--- config.mk ---
export PLATFORM = sky130hd
export DESIGN_NAME = io_seq_monitor
export DESIGN_NICKNAME = d
export VERILOG_FILES = /design/src/rtl/io_seq_monitor.sv
export SDC_FILE = /design/constraint.sdc
export NUM_CORES = 1
export LEC_CHECK = 0
export CORE_MARGIN = 2
export CORE_UTILIZATION = 35
export DETAILED_ROUTE_END_ITERATION = 12
export GPL_TIMING_DRIVEN = 0
export HOLD_SLACK_MARGIN = 0.02
export RECOVER_POWER = 50
export SETUP_SLACK_MARGIN = 0.3
export SLEW_MARGIN = 0
export SYNTH_ARGS = -nofsm -noshare
export SYNTH_HDL_FRONTEND = slang
export SYNTH_SLANG_ARGS = --single-unit
--- constraint.sdc ---
create_clock -name wb_clk_i -period 4.35 [get_ports wb_clk_i]
set_input_delay 1.0875 -clock wb_clk_i [delete_from_list [all_inputs] [get_ports wb_clk_i]]
set_output_delay 1.0875 -clock wb_clk_i [all_outputs]
set_load 0.005 [all_outputs]
--- src/rtl/io_seq_monitor.sv ---
// io_seq_monitor: watches synchronised IO pins against a programmed
// sequence of masked values, with per-step timeout and strict mode.
module io_seq_monitor #(
  parameter int WIDTH = 8,
  parameter int DEPTH = 4,
  parameter int TMO_W = 16,
  localparam int AW = $clog2(DEPTH)
) (
  input  logic             wb_clk_i,
  input  logic             wb_rst_i,
  input  logic [WIDTH-1:0] io_in,
  input  logic             cfg_we,
  input  logic [AW-1:0]    cfg_addr,
  input  logic [WIDTH-1:0] cfg_value,
  input  logic [WIDTH-1:0] cfg_mask,
  input  logic [AW:0]      seq_len,
  input  logic [TMO_W-1:0] tmo_cycles,
  input  logic             strict,
  input  logic             start,
  input  logic             abort,
  output logic             busy,
  output logic             pass,
  output logic             fail,
  output logic [1:0]       fail_code,
  output logic [AW-1:0]    step_idx
);

  localparam logic [1:0] IDLE = 2'd0;
  localparam logic [1:0] RUN  = 2'd1;
  localparam logic [1:0] PASS = 2'd2;
  localparam logic [1:0] FAIL = 2'd3;

  localparam logic [1:0] CODE_NONE = 2'b00;
  localparam logic [1:0] CODE_TMO  = 2'b01;
  localparam logic [1:0] CODE_MIS  = 2'b10;

  logic [WIDTH-1:0] sync1;
  logic [WIDTH-1:0] io_s;
  logic [WIDTH-1:0] prev;
  logic [WIDTH-1:0] val_q  [DEPTH];
  logic [WIDTH-1:0] mask_q [DEPTH];
  logic [1:0]       state;
  logic [TMO_W-1:0] timer;
  logic [AW:0]      last_idx;
  logic             hit;
  logic             is_last;
  logic             tmo_hit;
  logic             changed;

  always_ff @(posedge wb_clk_i) begin
    if (wb_rst_i) begin
      sync1 <= '0;
      io_s  <= '0;
    end else begin
      sync1 <= io_in;
      io_s  <= sync1;
    end
  end

  // Table is frozen while a sequence is running.
  always_ff @(posedge wb_clk_i) begin
    if (wb_rst_i) begin
      for (int i = 0; i < DEPTH; i++) begin
        val_q[i]  <= '0;
        mask_q[i] <= '0;
      end
    end else if (cfg_we && state != RUN) begin
      val_q[cfg_addr]  <= cfg_value;
      mask_q[cfg_addr] <= cfg_mask;
    end
  end

  assign hit = ((io_s ^ val_q[step_idx])
               & mask_q[step_idx]) == '0;
  assign last_idx = seq_len - (AW+1)'(1);
  assign is_last = {1'b0, step_idx} == last_idx;
  assign tmo_hit = (tmo_cycles != '0)
                && (timer == tmo_cycles - TMO_W'(1));
  assign changed = io_s != prev;

  always_ff @(posedge wb_clk_i) begin
    if (wb_rst_i) begin
      state     <= IDLE;
      step_idx  <= '0;
      timer     <= '0;
      fail_code <= CODE_NONE;
      prev      <= '0;
    end else if (abort) begin
      state     <= IDLE;
      step_idx  <= '0;
      timer     <= '0;
      fail_code <= CODE_NONE;
    end else begin
      case (state)
        RUN: begin
          prev <= io_s;
          if (hit) begin
            if (is_last) begin
              state <= PASS;
            end else begin
              step_idx <= step_idx + AW'(1);
              timer    <= '0;
            end
          end else if (strict && changed) begin
            state     <= FAIL;
            fail_code <= CODE_MIS;
          end else if (tmo_hit) begin
            state     <= FAIL;
            fail_code <= CODE_TMO;
          end else begin
            timer <= timer + TMO_W'(1);
          end
        end
        default: begin
          if (start) begin
            state     <= (seq_len == '0) ? PASS : RUN;
            step_idx  <= '0;
            timer     <= '0;
            fail_code <= CODE_NONE;
            prev      <= io_s;
          end
        end
      endcase
    end
  end

  assign busy = state == RUN;
  assign pass = state == PASS;
  assign fail = state == FAIL;

endmodule

==> flow_summary.json <==
{
  "outcome": "complete, but fails checks",
  "violations": "capacitance limit, slew limit",
  "wl_mm": 14.4,
  "ios": 58,
  "synth_most_common_cell": "and2_1",
  "crit_fanout": 10,
  "synthTopCellsByCount": "67 x and2_1, 64 x edfxtp_1, 48 x dfxtp_1",
  "post-route-drc-count": 0,
  "synthesis.nets": 615,
  "cts.sinks": 112,
  "rsz0062_at_grt": "false",
  "cts_made_buffers": 9,
  "fin_worst_skew_ps": 6.10,
  "tightest_slew_ps": 1500,
  "grt_pass1_wl_mm": 23.1,
  "clkLatencyLatePin_ps": 360,
  "yosys.area.top_type": "edfxtp_1",
  "synth_edf_count": 64,
  "dr.pass1.iters": 5,
  "fin_nets": 683,
  "viasPerCell": 5.26,
  "num_vias": 4485,
  "dieHeight_um": 133,
  "drtAntennaViolNets": 0,
  "fin_crit_sh_pct": 89.8,
  "antenna_found_initial": 0,
  "startpoint_type": "input pin",
  "syn-mean-instance-area_um2": 10.4,
  "yosys_warnings": 0,
  "critPathKind": "in -> reg",
  "core_um2": 16500,
  "root_buffer": "clkbuf_16",
  "synth_area_leaders": "edfxtp_1 33%, dfxtp_1 16%, and2_1 7.2%",
  "grt_pass1_vias": 4580,
  "p_per_area_nw_per_um2": 317,
  "drtIter0Drc": 286,
  "crit_start": "tmo_cycles[2]",
  "vdd_ir_drop_max_uv": 173,
  "rows": 47,
  "start_util_pct": 35.4,
  "fin_tns_setup_ps": 0,
  "synthCells": 560,
  "dieArea_um2": 17700,
  "hp-start": "sync1[5]",
  "crit_required_ps": 4630,
  "cts_tree": "done",
  "port_buffers": 54,
  "synth_ff_type": "edfxtp_1",
  "setup_viol": 0,
  "ys_ff_latch": 112,
  "grt_max_degree": 19,
  "syn_to_final_growth_pct": 19.3,
  "slew_viol_final": 1,
  "r2r_slack_ps": 820,
  "drive_above_1_share_pct": 7.59,
  "hpwl_mm": 10.8,
  "netlist-cell-type-count": 80,
  "leakage_uw": 0.00246,
  "die_w_um": 133,
  "antenna_cells": 0,
  "async_flop_share_pct": 0,
  "place_congestion": 0.845,
  "clk_pin_slew_worst_paths_ps": 70,
  "grt.overflow.total": 0,
  "ctsLongestPathBuffers": 2,
  "slew_headroom_pct": -1.38,
  "syn-cell-area_um2": 5830,
  "layout_min_cycle_time_ps": 3910,
  "cp_data_arrival_time_ps": 4190,
  "routedWlPerCell_um": 16.9,
  "drv_cap": 1,
  "hold_viol_final": 0,
  "min_path_type": "reg -> reg",
  "ys_seq_area_share_pct": 49.4,
  "grt.total_usage_pct": 16.6,
  "htree_levels": 3,
  "worstSetupEndpointType": "flip-flop",
  "finalPower_uw": 2210,
  "yosysTopAreaCellShare_pct": 32.9,
  "fmax_mhz": 256
}
[cells in the final DEF (no fill, tap or decap), types with 4 or more instances in the layout]
cell / count
and3_1: 4
dlygate4sd3_1: 8
nand2_1: 37
or2_2: 5
and4b_1: 4
o2bb2ai_1: 5
a21oi_1: 18
o31ai_1: 5
clkbuf_16: 9
a211oi_1: 4
or4_1: 6
clkbuf_1: 23
edfxtp_1: 64
inv_1: 15
a21boi_1: 4
xnor2_1: 16
nor2_1: 24
nor4bb_1: 8
xor2_1: 24
dfxtp_1: 48
nor2b_1: 22
nor3_1: 6
and2_0: 33
nand3_1: 17
and2_1: 34
nand4b_1: 4
o21ai_0: 20
or3_1: 13
clkdlybuf4s50_1: 45
nand2b_1: 4
nor4_1: 9
[state kept, by name (all words and copies together), names as in the netlist, named ones only]
register   count
fail_code      2
io_s           8
mask_q        32
prev           8
state          2
step_idx       2
sync1          8
timer         16
val_q         32
[cell families (layout without fill, tap and decap cells)]
kind of cell	Yosys count	count (layout)	synth area share, %
AOI/OAI and AO/OA	95	95	11.7
and+or+nand+nor	258	258	26.9
muxes	6	6	1.27
adders and majority gates	4	4	0.858
DFF	112	112	49.4
xor gates and xnor gates	41	41	6.39
buffers and inverters	44	116	3.43
[cell type report]
type,count,area (µm²)
tap,220,275
multi-input combinational,404,2770
sequential,112,2880
clock buffer,9,225
clock inverter,6,45.0
timing repair buffer,57,562
buffer,28,140
inverter,16,60.1
fill,1619,9510
[final timing paths]
path,depth (start not counted),end
setup reg to reg,10,timer[11]
setup / recovery,10,timer[9]
hold / removal,1,io_s[5]
hold reg to reg,1,io_s[5]
[report_power, final]
group          switching (µW)  internal (µW)  total [µW]
sequential               18.5           1160        1180
clock                     387            389         777
combinational             135            112         247
total                     541           1660        2210
[stage by stage]
step,worst slack (ps),area [µm²],hold slack (ps),utilization [%],std cells
after floorplan,680,5830,414,-,560
after global placement,-203,6650,423,40.4,834
after detailed placement,-226,6660,426,40.5,835
after CTS,300,6960,443,42.3,852
after global routing,301,6960,448,42.3,852
final,444,6960,438,42.3,852
[routing by layer]
layer	up-vias	track usage, %	part of all wire (%)
met2	138	28.3	47
met3	19	2.13	4.7
li1	2178	-	-
met4	0	6.32	2.2
met1	2150	21.7	46
met5	-	0	0
[timing repair]
action	CTS	global route
gates cloned	0	0
pin swaps	2	2
gates resized for setup	3	2
endpoints found under the setup margin	18	15
hold buffers	0	0
setup buffers	2	0
[critical path, cell delays in order]
cell and delay, ps:
clkdlybuf4s50_1 570, or3b_2 600, nor4_4 330, mux2i_2 320
a2111oi_2 90, a31oi_2 220, nand3_2 180, buf_6 190
or3b_2 440, a21oi_1 150
Note: power is estimated with default switching activity, not from simulation.
